`src/rtl/lsu_if.sv`:
```
// rtl/lsu_if.sv - data-RAM request/grant/response bus between the lsu and memory
interface lsu_if #(
  parameter int XLEN = 32
);
  logic            bus_req_o;
  logic            bus_we_o;
  logic [XLEN-1:0] bus_addr_o;
  logic [3:0]      bus_be_o;
  logic [XLEN-1:0] bus_wdata_o;
  logic            bus_gnt_i;
  logic            bus_rvalid_i;
  logic [XLEN-1:0] bus_rdata_i;

  modport master (
    output bus_req_o, bus_we_o, bus_addr_o, bus_be_o, bus_wdata_o,
    input  bus_gnt_i, bus_rvalid_i, bus_rdata_i
  );

  modport slave (
    input  bus_req_o, bus_we_o, bus_addr_o, bus_be_o, bus_wdata_o,
    output bus_gnt_i, bus_rvalid_i, bus_rdata_i
  );
endinterface

```
`src/rtl/lsu.sv`:
```
// rtl/lsu.sv - hxd32 load/store unit driving the data-RAM request/grant/response bus
// Optional bus watchdog enabled by defining LSU_TIMEOUT_EN.
module lsu #(
  parameter int XLEN           = 32,
  parameter int TIMEOUT_CYCLES = 255
) (
  input  logic            clk_i,
  input  logic            rst_n_i,
  input  logic [2:0]      dram_rd_sel_i,
  input  logic [1:0]      dram_wr_sel_i,
  input  logic [XLEN-1:0] addr_i,
  input  logic [XLEN-1:0] wr_data_i,
  output logic            stall_o,
  output logic            misalign_o,
  output logic [2:0]      dram_rd_sel_o,
  output logic [XLEN-1:0] dram_rd_data_o,
  output logic            done_o,
  output logic            bus_err_o,
  lsu_if.master           bus
);

  localparam logic [2:0] DRAM_RD_B  = 3'd1;
  localparam logic [2:0] DRAM_RD_H  = 3'd2;
  localparam logic [2:0] DRAM_RD_W  = 3'd3;
  localparam logic [2:0] DRAM_RD_BU = 3'd4;
  localparam logic [2:0] DRAM_RD_HU = 3'd5;
  localparam logic [1:0] DRAM_WR_B  = 2'd1;
  localparam logic [1:0] DRAM_WR_H  = 2'd2;
  localparam logic [1:0] DRAM_WR_W  = 2'd3;

  typedef enum logic [1:0] {IDLE, REQ, WAIT, DONE} state_e;

  state_e          state_q, state_d;
  logic            bus_req_q, bus_req_d;
  logic            bus_we_q, bus_we_d;
  logic [XLEN-1:0] bus_addr_q, bus_addr_d;
  logic [3:0]      bus_be_q, bus_be_d;
  logic [XLEN-1:0] bus_wdata_q, bus_wdata_d;
  logic [1:0]      off_q, off_d;
  logic [2:0]      rd_sel_q, rd_sel_d;
  logic [XLEN-1:0] rd_data_q, rd_data_d;
  logic            done_q, done_d;
  logic            err_q, err_d;

  logic            is_load, is_store, req_valid, misaligned, timeout;
  logic [1:0]      size;
  logic [3:0]      be_dec;
  logic [XLEN-1:0] wdata_dec, rdata_aligned;

  // size: 0 = byte, 1 = half, 2 = word; a valid load masks any store
  always_comb begin
    is_load  = 1'b0;
    is_store = 1'b0;
    size     = 2'd0;
    case (dram_rd_sel_i)
      DRAM_RD_B, DRAM_RD_BU: begin is_load = 1'b1; size = 2'd0; end
      DRAM_RD_H, DRAM_RD_HU: begin is_load = 1'b1; size = 2'd1; end
      DRAM_RD_W:             begin is_load = 1'b1; size = 2'd2; end
      default:               is_load = 1'b0;
    endcase
    if (!is_load) begin
      case (dram_wr_sel_i)
        DRAM_WR_B: begin is_store = 1'b1; size = 2'd0; end
        DRAM_WR_H: begin is_store = 1'b1; size = 2'd1; end
        DRAM_WR_W: begin is_store = 1'b1; size = 2'd2; end
        default:   is_store = 1'b0;
      endcase
    end
    req_valid  = is_load | is_store;
    misaligned = ((size == 2'd1) && addr_i[0]) || ((size == 2'd2) && (addr_i[1:0] != 2'd0));
    case (size)
      2'd0:    begin be_dec = 4'b0001 << addr_i[1:0]; wdata_dec = {4{wr_data_i[7:0]}};  end
      2'd1:    begin be_dec = 4'b0011 << addr_i[1:0]; wdata_dec = {2{wr_data_i[15:0]}}; end
      default: begin be_dec = 4'hF;                   wdata_dec = wr_data_i;             end
    endcase
  end

  assign rdata_aligned = bus.bus_rdata_i >> {off_q, 3'b000};

`ifdef LSU_TIMEOUT_EN
  localparam int CNT_W = (TIMEOUT_CYCLES > 255) ? $clog2(TIMEOUT_CYCLES + 1) : 8;
  logic [CNT_W-1:0] cnt_q, cnt_d;

  assign timeout = (cnt_q == CNT_W'(TIMEOUT_CYCLES - 1));

  // Restarts on every entry into REQ or WAIT so each phase gets the full budget
  always_comb begin
    cnt_d = '0;
    if ((state_d == state_q) && ((state_q == REQ) || (state_q == WAIT))) begin
      cnt_d = cnt_q + 1'b1;
    end
  end

  always_ff @(posedge clk_i or negedge rst_n_i) begin
    if (!rst_n_i) cnt_q <= '0;
    else          cnt_q <= cnt_d;
  end
`else
  localparam int unused_timeout_cycles = TIMEOUT_CYCLES;
  assign timeout = 1'b0;
`endif

  always_comb begin
    state_d     = state_q;
    bus_req_d   = bus_req_q;
    bus_we_d    = bus_we_q;
    bus_addr_d  = bus_addr_q;
    bus_be_d    = bus_be_q;
    bus_wdata_d = bus_wdata_q;
    off_d       = off_q;
    rd_sel_d    = rd_sel_q;
    rd_data_d   = rd_data_q;
    done_d      = 1'b0;
    err_d       = 1'b0;
    case (state_q)
      IDLE: begin
        if (req_valid && !misaligned) begin
          state_d     = REQ;
          bus_req_d   = 1'b1;
          bus_we_d    = !is_load;
          bus_addr_d  = {addr_i[XLEN-1:2], 2'b00};
          bus_be_d    = be_dec;
          bus_wdata_d = wdata_dec;
          off_d       = addr_i[1:0];
          if (is_load) rd_sel_d = dram_rd_sel_i;
        end
      end
      REQ: begin
        if (bus.bus_gnt_i) begin
          bus_req_d = 1'b0;
          if (bus_we_q) begin
            state_d = DONE;
            done_d  = 1'b1;
          end else if (bus.bus_rvalid_i) begin
            rd_data_d = rdata_aligned;
            state_d   = DONE;
            done_d    = 1'b1;
          end else begin
            state_d = WAIT;
          end
        end else if (timeout) begin
          bus_req_d = 1'b0;
          state_d   = DONE;
          done_d    = 1'b1;
          err_d     = 1'b1;
          if (!bus_we_q) rd_data_d = '0;
        end
      end
      WAIT: begin
        if (bus.bus_rvalid_i) begin
          rd_data_d = rdata_aligned;
          state_d   = DONE;
          done_d    = 1'b1;
        end else if (timeout) begin
          rd_data_d = '0;
          state_d   = DONE;
          done_d    = 1'b1;
          err_d     = 1'b1;
        end
      end
      default: state_d = IDLE;
    endcase
  end

  always_ff @(posedge clk_i or negedge rst_n_i) begin
    if (!rst_n_i) begin
      state_q     <= IDLE;
      bus_req_q   <= 1'b0;
      bus_we_q    <= 1'b0;
      bus_addr_q  <= '0;
      bus_be_q    <= '0;
      bus_wdata_q <= '0;
      off_q       <= '0;
      rd_sel_q    <= '0;
      rd_data_q   <= '0;
      done_q      <= 1'b0;
      err_q       <= 1'b0;
    end else begin
      state_q     <= state_d;
      bus_req_q   <= bus_req_d;
      bus_we_q    <= bus_we_d;
      bus_addr_q  <= bus_addr_d;
      bus_be_q    <= bus_be_d;
      bus_wdata_q <= bus_wdata_d;
      off_q       <= off_d;
      rd_sel_q    <= rd_sel_d;
      rd_data_q   <= rd_data_d;
      done_q      <= done_d;
      err_q       <= err_d;
    end
  end

  assign misalign_o      = (state_q == IDLE) && req_valid && misaligned;
  assign stall_o         = ((state_q == IDLE) && req_valid && !misaligned) ||
                           (state_q == REQ) || (state_q == WAIT);
  assign done_o          = done_q;
  assign bus_err_o       = err_q;
  assign dram_rd_sel_o   = rd_sel_q;
  assign dram_rd_data_o  = rd_data_q;
  assign bus.bus_req_o   = bus_req_q;
  assign bus.bus_we_o    = bus_we_q;
  assign bus.bus_addr_o  = bus_addr_q;
  assign bus.bus_be_o    = bus_be_q;
  assign bus.bus_wdata_o = bus_wdata_q;

endmodule
```
`src/flat_wrapper.sv`:
```
// flat-port wrapper written by rule: the top's interface ports become plain ports
module lsu_flat 
#(
  parameter int XLEN           = 32,
  parameter int TIMEOUT_CYCLES = 255
)
  (clk_i, rst_n_i, dram_rd_sel_i, dram_wr_sel_i, addr_i, wr_data_i, stall_o, misalign_o, dram_rd_sel_o, dram_rd_data_o, done_o, bus_err_o, bus_bus_req_o, bus_bus_we_o, bus_bus_addr_o, bus_bus_be_o, bus_bus_wdata_o, bus_bus_gnt_i, bus_bus_rvalid_i, bus_bus_rdata_i);
  lsu_if #(.XLEN(XLEN)) bus_i ();
  input  logic clk_i;
  input  logic rst_n_i;
  input  logic [2:0] dram_rd_sel_i;
  input  logic [1:0] dram_wr_sel_i;
  input  logic [XLEN-1:0] addr_i;
  input  logic [XLEN-1:0] wr_data_i;
  output logic stall_o;
  output logic misalign_o;
  output logic [2:0] dram_rd_sel_o;
  output logic [XLEN-1:0] dram_rd_data_o;
  output logic done_o;
  output logic bus_err_o;
  output wire logic [$bits(bus_i.bus_req_o)-1:0] bus_bus_req_o;
  output wire logic [$bits(bus_i.bus_we_o)-1:0] bus_bus_we_o;
  output wire logic [$bits(bus_i.bus_addr_o)-1:0] bus_bus_addr_o;
  output wire logic [$bits(bus_i.bus_be_o)-1:0] bus_bus_be_o;
  output wire logic [$bits(bus_i.bus_wdata_o)-1:0] bus_bus_wdata_o;
  input wire logic [$bits(bus_i.bus_gnt_i)-1:0] bus_bus_gnt_i;
  input wire logic [$bits(bus_i.bus_rvalid_i)-1:0] bus_bus_rvalid_i;
  input wire logic [$bits(bus_i.bus_rdata_i)-1:0] bus_bus_rdata_i;
  assign bus_bus_req_o = bus_i.bus_req_o;
  assign bus_bus_we_o = bus_i.bus_we_o;
  assign bus_bus_addr_o = bus_i.bus_addr_o;
  assign bus_bus_be_o = bus_i.bus_be_o;
  assign bus_bus_wdata_o = bus_i.bus_wdata_o;
  assign bus_i.bus_gnt_i = bus_bus_gnt_i;
  assign bus_i.bus_rvalid_i = bus_bus_rvalid_i;
  assign bus_i.bus_rdata_i = bus_bus_rdata_i;
  lsu #(.XLEN(XLEN), .TIMEOUT_CYCLES(TIMEOUT_CYCLES)) u_core (.clk_i(clk_i), .rst_n_i(rst_n_i), .dram_rd_sel_i(dram_rd_sel_i), .dram_wr_sel_i(dram_wr_sel_i), .addr_i(addr_i), .wr_data_i(wr_data_i), .stall_o(stall_o), .misalign_o(misalign_o), .dram_rd_sel_o(dram_rd_sel_o), .dram_rd_data_o(dram_rd_data_o), .done_o(done_o), .bus_err_o(bus_err_o), .bus(bus_i));
endmodule
```
`config.mk`:
```
export PLATFORM = sky130hd
export DESIGN_NAME = lsu_flat
export DESIGN_NICKNAME = d
export VERILOG_FILES = /design/src/rtl/lsu_if.sv /design/src/rtl/lsu.sv /design/src/flat_wrapper.sv
export SDC_FILE = /design/constraint.sdc
export NUM_CORES = 1
export LEC_CHECK = 0
export ABC_CLOCK_PERIOD_IN_PS = 2500
export CAP_MARGIN = 20
export CORE_MARGIN = 10
export CORE_UTILIZATION = 40
export DETAILED_ROUTE_END_ITERATION = 6
export GPL_ROUTABILITY_DRIVEN = 0
export GPL_TIMING_DRIVEN = 0
export PLACE_DENSITY = 0.79
export SLEW_MARGIN = 20
export SYNTH_ARGS = -nofsm -noshare
export SYNTH_HDL_FRONTEND = slang
export SYNTH_SLANG_ARGS = --single-unit
```
`constraint.sdc`:
```
create_clock -name clk_i -period 2.5 [get_ports clk_i]
set_input_delay 0.5 -clock clk_i [delete_from_list [all_inputs] [get_ports clk_i]]
set_output_delay 0.5 -clock clk_i [all_outputs]
set_load 0.05 [all_outputs]
```
Word-level counts from Yosys, hierarchy flattened

Index checks and enable logic that the tools add are counted.

Register bits after elaboration: 108
Bits of input ports: 105
Output and inout bits: 109
Word-level logic and storage cells: 79

Equal/unequal tests: 16
Shift-type cells: 3
Muxes and demuxes: 25
Bitwise operators: 1
Reduce and logical (&&, ||, !) cells: 24

Operators with widths:

| kind                                                                  | count |
|---|---|
| 32-bit one-hot mux with 2 select lines                                | 2 |
| 32-bit 2-to-1 mux                                                     | 3 |
| 32-bit by 5-bit right shift with 32-bit output                        | 1 |
| 2-bit one-hot mux with 3 select lines                                 | 2 |
| 3-bit AND reduction                                                   | 4 |
| 2-bit 2-to-1 mux                                                      | 5 |
| 1-bit 2-to-1 mux                                                      | 9 |
| 2-bit equality test, second input constant                            | 4 |
| 4-bit one-hot mux with 2 select lines                                 | 1 |
| 2-bit by 1-bit equality test with 1-bit output, second input constant | 3 |
| 3-bit by 2-bit equality test with 1-bit output, second input constant | 2 |
| 3-bit equality test, second input constant                            | 2 |
| 1-bit logical AND                                                     | 6 |
| 2-bit != test, second input constant                                  | 3 |
| 2-bit nonzero test                                                    | 3 |
| 5-bit OR reduction                                                    | 1 |
| 2-bit zero test                                                       | 2 |
| 1-bit one-hot mux with 2 select lines                                 | 2 |
| 2-bit one-hot mux with 2 select lines                                 | 1 |
| 1-bit by 2-bit << shifter with 4-bit output, first input constant     | 1 |
| 2-bit by 2-bit << shifter with 4-bit output, first input constant     | 1 |
| 3-bit by 1-bit equality test with 1-bit output, second input constant | 1 |
| 1-bit logical OR                                                      | 3 |
| 3-bit OR reduction                                                    | 1 |
| other kinds (5)                                                       | 6 |

Logic depth before layout (Yosys ltp)

Gate-level depths: netlist (run 1).

Depth in word-level cells: 12
Depth in mapped cells: 9
Gate-level depth less buffers: 7

Worst setup path before layout (run 1)

No wires, ideal clock.

Path type: input -> output
Start point: in dram_rd_sel_i[0]
End point: out misalign_o
Arrival: 2.225 ns
Data required time: 2.000 ns
Setup slack: -0.225 ns
Cell stages on the path: 7
Path buffers: 2
Cells stage by stage: buf_2 > nand2b_1 > a21oi_1 > a311oi_4 > buf_2 > or2_1 > nor2_1

Word-level cells in the longest chain between the ends: 9
Elaborated cells between the ends (all ways): 20
Those cells by class: 7 x eq/ne; 5 x mux; 1 x bitwise; 7 x reduce/logical

Ends and longest elaborated chain:

| item                                                                                  | RTL line           | RTL |
|---|---|---|
| start, declared                                                                       | flat_wrapper.sv:11 | `input logic [2:0] dram_rd_sel_i;` |
| 3-bit by 2-bit equality test with 1-bit output or 3-bit equality test (tied branches) | lsu.sv:55          | `case (dram_rd_sel_i)` |
| 2-bit OR reduction                                                                    | -                  |  |
| 2-bit one-hot mux with 2 select lines                                                 | lsu.sv:55          |  |
| 2-bit one-hot mux with 3 select lines                                                 | lsu.sv:62          | `case (dram_wr_sel_i)` |
| 2-bit 2-to-1 mux                                                                      | lsu.sv:61          | `if (!is_load) begin` |
| 2-bit by 1-bit equality test with 1-bit output or 2-bit equality test (tied branches) | lsu.sv:70          | `misaligned = ((size == 2'd1) && addr_i[0]) \|\| ((size == 2'd2) && (addr_i[1:0] != 2'd0));` |
| 1-bit logical AND                                                                     | lsu.sv:70          |  |
| 1-bit logical OR                                                                      | lsu.sv:70          |  |
| 1-bit logical AND (*)                                                                 | lsu.sv:193         | `assign misalign_o = (state_q == IDLE) && req_valid && misaligned;` |
| end, declared                                                                         | flat_wrapper.sv:16 | `output logic misalign_o;` |

Every way passes the cells marked *; elsewhere a longest branch is shown, timed or not.

Final worst setup path (run 1)

Start point: reg u_core.state_q[1]
End point: out stall_o

Word-level cells in the longest chain between the ends: 5
Elaborated cells between the ends (all ways): 7
Those cells by class: 2 x eq/ne; 5 x reduce/logical

Ends and longest elaborated chain:

| item                           | RTL line           | RTL |
|---|---|---|
| start, declared                | lsu.sv:33          | `state_e state_q, state_d;` |
| start signal, assigned         | lsu.sv:179         | `state_q <= state_d;` |
| 2-bit zero test                | lsu.sv:194         | `assign stall_o = ((state_q == IDLE) && req_valid && !misaligned) \|\|` |
| 1-bit logical AND (2 in a row) | lsu.sv:194         |  |
| 1-bit logical OR               | lsu.sv:194         |  |
| 1-bit logical OR (*)           | lsu.sv:195         | `(state_q == REQ) \|\| (state_q == WAIT);` |
| end, declared                  | flat_wrapper.sv:15 | `output logic stall_o;` |

Marks and branches as above.

==> run summary, run 1 <==
Root Driver: clkbuf_16
Sequential share of power: 0.247
Asr flop ratio synth: 1.00
Worst-case clock buffer depth: 2
EDFF count, synth: 0
Slew HR: 0.521
Yosys top cell by area: dfrtp_1
Crit Path Class: flop to output pin
Setup-failing EPs final: 0
Pin count of the biggest net entering global routing: 64
DP HPWL: 13700 um
Non-Filler Instances: 867
Synth Instances: 452
Initial core utilization: 0.408
Setup TNS: 0 ns
Max Slew Vio Count: 0
Power per cell area: 1550 nW/um^2
Crit end category: output pin
Clock network power share: 0.115
Placed instance count: 839
First-pass GRT wire length: 27900 um
Clock Sinks: 108
Sw Share: 0.488
Clock latency at the later pin of the worst-skew pair: 0.36 ns
Data arrival, critical path: 1.94 ns
RSZ-0062 raised after global routing: yes
DIE AREA: 18600 um^2
Drt wl/cell: 21.1 um
Number of diodes: 0
Final hold slack: 0.130 ns
Fmax achieved: 0.410 GHz
Remaining DRCs: 0
Die X: 136 um
Worst setup SP type: flop
Area Overhead vs Synth: 51.6%
Port Buffer Count: 208
Critical path fanouts, max: 10
Worst min path class: primary input to async pin
Final Cycle Share: 0.976
Warnings, synthesis: 0
Vias in the first global route: 5066
Core Area: 13200 um^2
Die Y-Extent: 136 um
VDD IR max: 0.825 mV
Overall Global Routing Usage: 0.193
Rows: 42
Synth top area share: 0.500
Fill count: 1059
Via count: 4682
Top post-synthesis cells by count: 108 x dfrtp_1, 61 x mux2_2, 40 x nand2_1
Cell internal pwr: 6490 uW
Clock Pin Slew Worst Setup and Hold Paths: 0.07 ns
Status: finished, final reports clean
P_leak: 0.00354 uW
Initial DRC count: 326
Main synth FF type: dfrtp_1
Via density: 5.40
Final hold vios: 0
Remaining Overflow, GRT: 0
MaxCap Viol Count: 0
Seq/Total Area, Yosys: 0.500
Synthesized area per cell: 12.0 um^2
H-tree levels: 3
Combinational Power Share: 0.638
Post-DRT Antenna Nets: 0
Skew final: 0.0124 ns
Synthesized area: 5400 um^2
Final WL: 18300 um
Setup slack after layout: 0.0609 ns
Most common cell in the synthesized netlist: dfrtp_1
CTS tree: done
Final core utilization: 0.618
Synth Register Bits: 108
Min Tclk post-route: 2.44 ns
Antenna violations before repair: 0
# IOs: 214
Top cells by area, synth: dfrtp_1 50%, mux2_2 13%, mux2_4 5.8%
Slew @ Worst Pin: 0.719 ns
Inserted Clock Buffers: 9
Worst slack at placement: -1.23 ns
Layout cell share with drive strength beyond 1: 0.223
TritonRoute pass-1 iters: 6
Post-synth cell types: 52
Required time of the critical path: 2.00 ns
Net Sw Power: 6190 uW
Fin nets: 795
[placed cells by master (no fill, tap or decap), drive strengths merged, types with 2 or more instances in the layout]
cell	synthesis	final
ha	4	4
o22ai	3	3
conb	1	3
clkdlybuf4s50	0	201
and2	3	3
buf	23	39
nor2	17	17
mux2	82	82
o31ai	9	9
a221o	2	2
a222oi	8	8
a21boi	2	2
nor3	2	2
nand2b	3	3
o21a	2	2
o221a	2	2
a21oi	22	22
clkbuf	12	27
a31oi	3	3
o211ai	2	2
mux2i	24	24
nor2b	12	12
inv	16	16
o21ai	23	23
a211oi	12	12
nand2	40	40
dfrtp	108	108
[stage by stage]
step | power (uW) | instance area (um^2)
floorplan | 8390 | 5410
global placement | 10900 | 7720
detailed placement | 11100 | 7740
CTS | 12800 | 8170
global route | 13300 | 8190
finish | 12700 | 8190
[sequential cells by signal (all words and copies together), names as in the netlist]
signal                  flops
u_core.dram_rd_sel_o        3
u_core.state_q              2
u_core.bus.bus_we_o         1
u_core.done_o               1
u_core.bus.bus_req_o        1
u_core.off_q                2
u_core.bus.bus_wdata_o     32
u_core.dram_rd_data_o      32
u_core.bus.bus_addr_o      30
u_core.bus.bus_be_o         4
[layout make-up]
class	count	area, um^2	area share
clock buffers	13	250	0.0306
well taps	176	220	0.0269
inverters	16	60.1	0.00733
clock inverters	3	46.3	0.00565
flip-flops and latches	108	2700	0.330
plain buffers	34	251	0.0307
repair buffers	222	2200	0.269
multi-input cells	295	2450	0.300
[logic make-up after synthesis]
kind of cell	synth area share
flip-flops	0.500
buffers and inverters	0.0533
multiplexers	0.230
AND/OR/NAND/NOR	0.0723
adder cells (fa/ha/maj)	0.0111
AO/OA/AOI/OAI	0.132
other	0.000694
[worst max-delay path, cell delays in order, from the launching register on]
cell,delay [ns]
dfrtp_1,0.42
inv_1,0.10
ha_2,0.30
nor2b_4,0.23
o21ai_4,0.09
buf_8,0.13
buf_12,0.11
nand2_2,0.06
buf_8,0.14
[power groups by stage]
stage          Clock, uW  Combinational [uW]  Sequential, uW
2_1_floorplan          0                2380            6010
3_3_place_gp           0                7850            3100
3_5_place_dp           0                7990            3150
4_1_cts             1490                8140            3130
5_1_grt             1560                8460            3240
6_report            1460                8090            3140
[timing repair]
item                                    in CTS  in global routing
endpoints found under the setup margin      33                  4
hold buffers                                 0                  0
pin swaps                                    4                  3
setup buffers                               12                  1
resized for setup                           35                  9
[routing by layer]
layer | share of wire | GRT usage | vias to the layer above
li1 | - | - | 2079
met1 | 0.37 | 0.207 | 2291
met2 | 0.50 | 0.334 | 261
met3 | 0.10 | 0.0657 | 51
met4 | 0.033 | 0.0876 | 0
met5 | 0 | 0 | -
[path summary, 6_finish.rpt]
path                                                          to  cells past startpoint  slack [ns]                                   from
max                                                      stall_o                      8        0.06          u_core.state_q[1]$_DFFE_PN0P_
min                         u_core.bus.bus_addr_o[5]$_DFFE_PN0P_                      1        0.13                                rst_n_i
max reg2reg                u_core.dram_rd_data_o[15]$_DFFE_PN0P_                      7        0.19            u_core.off_q[0]$_DFFE_PN0P_
min reg2reg                u_core.dram_rd_data_o[19]$_DFFE_PN0P_                      2        0.49  u_core.dram_rd_data_o[19]$_DFFE_PN0P_
max in group asynchronous          u_core.state_q[0]$_DFFE_PN0P_                      2        1.72                                rst_n_i
min in group clk_i         u_core.dram_rd_data_o[19]$_DFFE_PN0P_                      2        0.49  u_core.dram_rd_data_o[19]$_DFFE_PN0P_
(Power assumes the default switching activity.)
==> run 2, diff against run 1 <==
- ABC_AREA: unset -> 1
- PLACE_DENSITY: 0.79 -> 0.8
- SLEW_MARGIN: 20 -> 0
==> run summary, run 2 <==
Placed instance count: 1029
EDFF count, synth: 0
Inserted Clock Buffers: 9
Top cells by area, synth: dfrtp_1 53%, nand2_1 23%, o21ai_0 4.1%
Synth top area share: 0.530
Yosys top cell by area: dfrtp_1
Multi-input logic area: 2090 um^2
Final Cycle Share: 0.963
Required time of the critical path: 2.00 ns
Placed cell area: 7450 um^2
Critical path fanouts, max: 5
Core Area: 12600 um^2
Status: finished, final reports clean
P_leak: 0.00373 uW
Crit end category: output pin
Crit Path Class: primary input to output pin
Via count: 5163
Setup-failing EPs final: 0
Vias in the first global route: 5342
Fin nets: 979
CP max stage cell: clkdlybuf4s50_1
Remaining DRCs: 0
Slew HR: 0.581
Top cell by count, worst path: nand2_2
Power per cell area: 1490 nW/um^2
Root Driver: clkbuf_16
Drt wl/cell: 17.3 um
Clock latency at the later pin of the worst-skew pair: 0.35 ns
Fin area: 7780 um^2
Area Overhead vs Synth: 52.7%
Worst setup SP type: primary input
DP HPWL: 14000 um
Remaining Overflow, GRT: 0
Post-synth cell types: 30
Via density: 4.93
Main synth FF type: dfrtp_1
MaxCap Viol Count: 0
H-tree levels: 3
Synth Instances: 644
TritonRoute pass-1 iters: 5
Worst reg2reg path depth: 7
Clock Pin Slew Worst Setup and Hold Paths: 0.07 ns
Min Tclk post-route: 2.41 ns
Initial core utilization: 0.406
Hold Buf Count CTS: 0
Worst path max stage delay: 0.49 ns
CP Cell Sequence: clkdlybuf4s50_1 > inv_1 > nand2_1 > nand2_2 > nand2_2 > nor2_4 > inv_2 > buf_12 > nand3_1 > buf_6
Final hold vios: 0
Initial DRC count: 359
Die Y-Extent: 133 um
Most common cell after layout, fill and taps aside: nand2_1
Final WL: 18100 um
Non-Filler Instances: 1047
Port Buffer Count: 210
DIE AREA: 17700 um^2
Synthesized area per cell: 7.92 um^2
Layout cell share with drive strength beyond 1: 0.0617
Pin count of the biggest net entering global routing: 63
Worst min path class: primary input to async pin
Asr flop ratio synth: 1.00
Data arrival, critical path: 1.91 ns
Antenna violations before repair: 0
Most frequent cells in the layout: 308 x nand2_1, 201 x clkdlybuf4s50_1, 108 x dfrtp_1
Clock Sinks: 108
Die X: 133 um
Slew @ Worst Pin: 0.629 ns
Fmax achieved: 0.415 GHz
Synth Register Bits: 108
# IOs: 214
Rows: 41
Post-DRT Antenna Nets: 0
Top post-synthesis cells by count: 309 x nand2_1, 108 x dfrtp_1, 42 x o21ai_0
CTS tree: done
Overall Global Routing Usage: 0.201
Skew final: 0.00896 ns
Seq/Total Area, Yosys: 0.530
RSZ-0062 raised after global routing: no
VDD IR max: 0.965 mV
Warnings, synthesis: 0
Synthesized area: 5100 um^2
Most common cell in the synthesized netlist: nand2_1
Number of diodes: 0
Worst-case clock buffer depth: 2
Sequential cell area: 2700 um^2
First-pass GRT wire length: 28700 um
Fill count: 1061
Max Slew Vio Count: 0
[run 2: kinds of logic after synthesis]
kind of cell,count (synthesis),share of synthesized area
AO/OA/AOI/OAI,92,0.111
buffers and inverters,70,0.0638
other,1,0.000736
flip-flops,108,0.530
AND/OR/NAND/NOR,369,0.285
adder cells (fa/ha/maj),4,0.00982
[run 2: worst paths after layout]
check,startpoint,end,slack (ns)
setup / recovery,addr_i[1],stall_o,0.09
hold / removal,rst_n_i,u_core.bus.bus_addr_o[3]$_DFFE_PN0P_,0.17
setup reg to reg,u_core.state_q[1]$_DFFE_PN0P_,u_core.dram_rd_data_o[5]$_DFFE_PN0P_,0.40
hold reg to reg,u_core.bus.bus_addr_o[4]$_DFFE_PN0P_,u_core.bus.bus_addr_o[4]$_DFFE_PN0P_,0.47
max in group asynchronous,rst_n_i,u_core.bus.bus_wdata_o[23]$_DFFE_PN0P_,1.60
min in group clk_i,u_core.bus.bus_addr_o[4]$_DFFE_PN0P_,u_core.bus.bus_addr_o[4]$_DFFE_PN0P_,0.47
[run 2: area by class of cell]
cell class / instances / area share
clock buffers: 11 / 0.0325
plain buffers: 37 / 0.0265
inverters: 32 / 0.0154
well taps: 172 / 0.0277
flip-flops and latches: 108 / 0.347
clock inverters: 5 / 0.00450
repair buffers: 214 / 0.277
multi-input cells: 468 / 0.269
[run 2: through the flow]
stage / worst slack [ns] / TNS (ns) / total power [uW] / util / hold WS, ns
global placement: -3.41 / -368.46 / 10100 / 0.591 / 0.454
CTS: 0.0487 / 0 / 11700 / 0.619 / 0.184
detailed placement: -1.12 / -1.81 / 10200 / 0.593 / 0.458
floorplan: 0.178 / 0 / 7620 / - / 0.204
global route: 0.00375 / 0 / 12300 / 0.619 / 0.211
finish: 0.0916 / 0 / 11600 / 0.619 / 0.174
[run 2: worst max-delay path: cells and delay by family]
family                 cells  cell delay (ns)
and+or+nand+nor            5             0.43
buffers and inverters      5             0.97
[run 2: per-layer routing]
| layer | GRT usage | vias to the layer above | share of wire | routed length [um] |
|---|---|---|---|---|
| met5 | 0 | - | 0 | 0 |
| met1 | 0.235 | 2404 | 0.40 | 7270 |
| met3 | 0.0950 | 13 | 0.13 | 2280 |
| li1 | - | 2523 | - | - |
| met2 | 0.325 | 223 | 0.46 | 8390 |
| met4 | 0.0501 | 0 | 0.0083 | 150 |
[run 2: power breakdown]
part	internal, uW	switching (uW)	leakage (uW)
combinational	2290	4910	0.00223
clock	734	666	0.000142
sequential	2560	457	0.00136
[run 2: repair_timing]
item,CTS,global route
buffers inserted,3,0
pin swaps,3,1
gates cloned,0,0
gates resized for setup,19,3
setup endpoints to repair,2,1
==> variant 1: new RTL, flow settings as in run 1 <==
Re-encode `state_e` (4 states) as one-hot, 4 bits wide.
--- a/src/rtl/lsu.sv
+++ b/src/rtl/lsu.sv
@@ -28,7 +28,7 @@
   localparam logic [1:0] DRAM_WR_H  = 2'd2;
   localparam logic [1:0] DRAM_WR_W  = 2'd3;
 
-  typedef enum logic [1:0] {IDLE, REQ, WAIT, DONE} state_e;
+  typedef enum logic [3:0] {IDLE = 4'b0001, REQ = 4'b0010, WAIT = 4'b0100, DONE = 4'b1000} state_e;
 
   state_e          state_q, state_d;
   logic            bus_req_q, bus_req_d;
Check against the original RTL: same outputs for any inputs over 4 cycles, from zero or initial values and one cycle with rst_n_i low; so few cycles prove little.
==> variant 1 against run 1 <==
Total power grew 1.3%; non-clock buffer count down 8; design area is 1.0% higher; sequential power grew 3%; register-to-register slack improved by 0.12 ns; setup slack is essentially flat; synthesized area rose by 2.7%; sequential cell count grew 2; routed wire length fell by 3.6%; highest routed layer unchanged.
==> variant 1: results (changes against run 1) <==
Parameter                              Value

Global route
  Initial antenna violation count ... 1 (+1)
  Number of global-route vias before repair ... 4763 (-6.0%)
  Met3 global-route usage ... 0.0801 (+0.0144)
  Met1 Use GR ... 0.214 (+0.00675)
  Global Route Usage Sum ... 0.183 (-0.00940)
  Fraction of met2 tracks used by global routing ... 0.293 (-0.0410)
  Wire length of the first global-routing pass ... 27000 um (-3.1%)

Detailed routing
  Iter 0 DRT Violations ... 384 (+18%)
  Drt first pass iters ... 7 (+1)
  Vias per inst ... 5.31 (-1.7%)
  Routed wire length ... 17600 um (-3.6%)
  Routed length on met2 ... 8080 um (-11%)
  Total routed wire length on the met1 layer ... 6780 um (+1.2%)

Pwr
  Largest voltage drop on the vdd net ... 0.947 mV (+15%)
  Combinational gate power ... 8080 uW (about the same)
  Total Power ... 12900 uW (+1.3%)
  Net Switching ... 6080 uW (-1.9%)
  Power consumed by sequential cells ... 3230 uW (+3%)

Critical path
  Slack of the worst reg-to-reg path ... 0.31 ns (+0.12 ns)
  Critical path destination ... stall_o
  Top delay family on crit path ... simple AND/OR/NAND/NOR gates
  Slowest CP cell ... sky130_fd_sc_hd__or3_4
  CP max stage delay ... 0.37 ns (-0.05 ns)
  Launch point of the worst path ... dram_rd_sel_i[1]
  R2R Path Start ... u_core.state_q[0]
  Highest fanout seen on the critical path ... 4 (-6)
  Reg2Reg Depth ... 6 (-1)
  Critical register-to-register path endpoint ... u_core.bus.bus_be_o[2]

Synthesis
  Commonest cells post-synth ... 109 x sky130_fd_sc_hd__dfrtp_1, 57 x sky130_fd_sc_hd__mux2_4, 31 x sky130_fd_sc_hd__a21oi_1, 31 x sky130_fd_sc_hd__nor2_1, 24 x sky130_fd_sc_hd__mux2i_1
  Synth top area cells ... sky130_fd_sc_hd__dfrtp_1 49%, sky130_fd_sc_hd__mux2_4 15%, sky130_fd_sc_hd__mux2i_1 4.3%
  Distinct cells, synth ... 54 (+3.8%)
  Sequential share of the synthesized area ... 0.497 (-0.00384)

Status
  Result of the run ... finished, final reports clean

STA
  Clock tree skew after final layout ... 0.0121 ns (-0.000334 ns)

Layout
  Share of cells above drive strength 1 ... 0.203 (-0.0202)
  FILL cells ... 1072 (+1.2%)

Placed design
  Number of buffers inserted by port buffering ... 209 (+0.48%)
==> variant 1: kinds of logic after synthesis <==
logic type,share of synthesized area
simple gates,0.0681
compound gates,0.102
other cells,0.000676
flops,0.497
buf+inv,0.0638
mux,0.269
==> variant 1: worst min path at each step <==
| stage | start | end | slack, ns | depth (start not counted) |
|---|---|---|---|---|
| after floorplan | rst_n_i | u_core.bus.bus_addr_o[10] | 0.20 | 0 |
| after global placement | u_core.dram_rd_data_o[2] | u_core.dram_rd_data_o[2] | 0.47 | 1 |
| after detailed placement | u_core.dram_rd_data_o[21] | u_core.dram_rd_data_o[21] | 0.47 | 1 |
| after CTS | rst_n_i | u_core.dram_rd_data_o[11] | 0.13 | 1 |
| after global routing | rst_n_i | u_core.dram_rd_data_o[11] | 0.14 | 1 |
| final | rst_n_i | u_core.dram_rd_data_o[11] | 0.10 | 1 |
==> variant 1: final cells by class <==
type	instances	area [um2]	share of cell area
Clock inverter	3	68.8	0.00832
Inverter	21	78.8	0.00953
Clock buffer	13	250	0.0303
Buffer	30	241	0.0292
Sequential cell	110	2750	0.333
Timing Repair Buffer	218	2180	0.263
Tap cell	176	220	0.0266
Multi-Input combinational cell	271	2480	0.300
==> variant 1: through the flow <==
stage	TNS [ns]	setup slack, ns	instances	instance area [um2]
global route	0	0.0226	842	8270
global placement	-371.03	-3.22	819	7870
finish	0	0.0604	842	8270
CTS	0	0.00404	842	8290
detailed placement	-24.73	-1.35	820	7900
floorplan	-0.0209	-0.0209	434	5560
==> variant 1: timing repair <==
item,in CTS,in global routing
gates cloned,0,0
resized for setup,43,2
buffers inserted,7,1
pin swaps,4,4
setup endpoints to repair,4,1
==> variant 2: new RTL, config.mk and constraints of run 1 <==
Made on the original files. The option `LSU_TIMEOUT_EN` is turned on by a define.
--- a/src/rtl/lsu.sv
+++ b/src/rtl/lsu.sv
@@ -1,5 +1,7 @@
 // rtl/lsu.sv - hxd32 load/store unit driving the data-RAM request/grant/response bus
 // Optional bus watchdog enabled by defining LSU_TIMEOUT_EN.
+`define LSU_TIMEOUT_EN
+
 module lsu #(
   parameter int XLEN           = 32,
   parameter int TIMEOUT_CYCLES = 255
Behaviour: no difference found for any inputs over 4 cycles, from zero or initial values and one cycle with rst_n_i low; that may be too few to reach the edited logic, so the function may still have changed.
==> variant 2 against run 1 <==
The run now ends with setup timing left; maximum frequency down 4.0%; synthesized cell count up 23%; via count up 12%; first-iteration DRC count up 21%; setup slack worse by 0.10 ns; register-to-register slack about the same; design area up 11%; total power up 11%; synthesized area up 9.1%; clock skew down 0.0052 ns; routed wire length up 3.8%; sequential cell count up 9; critical endpoint unchanged; largest cell class unchanged.
==> variant 2: results (changes against run 1) <==
Parameter                              Value

Status
  Result of the run ... complete, but fails checks
  Failing checks ... setup timing

Clock tree
  Total clock buffers created by CTS ... 17 (+8)
  Worst skew pair latency ... 0.41 ns (+0.05 ns)
  H-tree Lvls ... 4 (+1)
  Clock-pin transition on the worst setup and hold timing paths ... 0.05 ns (-0.02 ns)

STA
  Setup TNS after final layout ... -0.0414 ns (-0.0414 ns)
  Hold WS ... 0.0272 ns (-0.103 ns)
  # setup viols final ... 1 (+1)
  Clock tree skew after final layout ... 0.00717 ns (-0.00523 ns)
  Headroom to the max-slew limit ... 0.499 (-0.0222)
  Setup ws final ... -0.0414 ns (-0.102 ns)

Critical path
  Slowest CP cell ... sky130_fd_sc_hd__or3_4
  Top delay family on crit path ... simple AND/OR/NAND/NOR gates
  CP max stage delay ... 0.39 ns (-0.03 ns)
  R2R Path Start ... u_core.state_q[0]
  Critical register-to-register path endpoint ... u_core.bus.bus_wdata_o[2]
  Highest fanout seen on the critical path ... 2 (-8)
  Reg2Reg Depth ... 8 (+1)
  Data arrival, critical path ... 2.04 ns (+0.10 ns)

Synthesis
  Synth top area cells ... sky130_fd_sc_hd__dfrtp_1 50%, sky130_fd_sc_hd__mux2_4 7.6%, sky130_fd_sc_hd__mux2i_1 5.4%
  Fraction of synthesis flops using an asynchronous set or reset pin ... 1.00 (unchanged)
  Sequential share of the synthesized area ... 0.497 (-0.00364)
  Synthesis warning total ... 0 (unchanged)
  Distinct cells, synth ... 56 (+7.7%)
  Commonest register cell after synthesis ... sky130_fd_sc_hd__dfrtp_1
  Commonest cells post-synth ... 117 x sky130_fd_sc_hd__dfrtp_1, 77 x sky130_fd_sc_hd__nand2_1, 57 x sky130_fd_sc_hd__a21oi_1

Placed design
  Number of buffers inserted by port buffering ... 208 (unchanged)
  DP HPWL ... 13800 um (+0.68%)
  Post-placement worst setup slack ... -1.45 ns (-0.214 ns)

Pwr
  Total leakage power ... 0.00382 uW (+8.1%)
  Switch share ... 0.461 (-0.0275)
  Largest voltage drop on the vdd net ... 0.934 mV (+13%)

Detailed routing
  Average wire per standard cell ... 19.1 um (-9.2%)
  Iter 0 DRT Violations ... 395 (+21%)
  Vias post-DR ... 5241 (+12%)
  Drt drc ... 0 (unchanged)
  Drt first pass iters ... 5 (-1)

Global route
  Global Route Usage Sum ... 0.184 (-0.00860)
  Number of global-route vias before repair ... 5490 (+8.4%)
  Fraction of met2 tracks used by global routing ... 0.292 (-0.0418)
  Met3 global-route usage ... 0.0801 (+0.0144)
  Wire length of the first global-routing pass ... 29600 um (+6.1%)
  Pin count of the biggest net entering global routing ... 71 (+11%)
  Met1 Use GR ... 0.217 (+0.00949)

Layout
  FILL cells ... 1192 (+13%)
  Number of nets at the end of the flow ... 906 (+14%)
  Share of cells above drive strength 1 ... 0.172 (-0.0506)
-- variant 2: changes by cell type in the layout (fill, tap and decap cells not counted), sizes merged, moves of 10 or more --
cell | before | now
nand2 | 40 | 77
a21oi | 22 | 58
mux2 | 82 | 48
o21ai | 23 | 45
clkbuf | 27 | 38
a211oi | 12 | 2
-- variant 2: layer usage --
metal | vias to the layer above | wire, um | share of wire
met2 | 208 | 9030 | 0.48
met3 | 33 | 1890 | 0.10
met1 | 2521 | 7650 | 0.40
met5 | - | 0 | 0
li1 | 2479 | - | -
met4 | 0 | 393 | 0.021
-- variant 2: kinds of logic after synthesis --
group | Yosys count | synth area share
AO/OA/AOI/OAI | 159 | 0.169
AND/OR/NAND/NOR | 134 | 0.101
flip-flops | 117 | 0.497
multiplexers | 80 | 0.165
buffers and inverters | 51 | 0.0418
adder cells (fa/ha/maj) | 7 | 0.0149
XOR/XNOR | 7 | 0.0104
other | 1 | 0.000636
-- variant 2: power groups by stage --
| stage | logic (uW) | registers (uW) | clock network [uW] |
|---|---|---|---|
| 3_3_place_gp | 7780 | 3240 | 0 |
| 5_1_grt | 8480 | 3360 | 2880 |
| 4_1_cts | 8020 | 3240 | 2780 |
| 6_report | 8050 | 3240 | 2740 |
| 2_1_floorplan | 2420 | 6040 | 0 |
| 3_5_place_dp | 7850 | 3260 | 0 |
-- variant 2: worst max-delay path by stage --
stage / start / to / slack [ns] / cells past startpoint
4_1_cts: dram_rd_sel_i[1] / stall_o / -0.05 / 7
3_3_place_gp: rst_n_i / u_core.bus.bus_wdata_o[14] / -3.83 / 1
3_5_place_dp: dram_rd_sel_i[2] / stall_o / -1.45 / 8
6_report: dram_rd_sel_i[1] / stall_o / -0.04 / 7
2_1_floorplan: dram_rd_sel_i[1] / stall_o / -0.21 / 7
5_1_grt: dram_rd_sel_i[1] / stall_o / -0.08 / 7
-- variant 2: cell type report --
cell class                 count  area [um2]  share of cell area
buffer                        37         233              0.0256
clock buffer                  20         467              0.0513
clock inverter                12         200              0.0220
inverter                      12        47.5             0.00522
multi-input combinational    389        2800               0.308
sequential                   117        2930               0.322
tap                          184         230              0.0253
timing repair buffer         220        2200               0.241
-- variant 2: stage by stage --
| stage | instance area, um2 | cells |
|---|---|---|
| floorplan | 5920 | 557 |
| global placement | 8230 | 949 |
| detailed placement | 8260 | 950 |
| CTS | 9070 | 989 |
| global route | 9110 | 991 |
| finish | 9110 | 991 |
-- variant 2: repair_timing --
item                       4_1_cts  5_1_grt
cloned                           0        0
setup endpoints to repair       49       42
buffers inserted                 8        3
pin swaps                        6        5
resized for setup               46       18
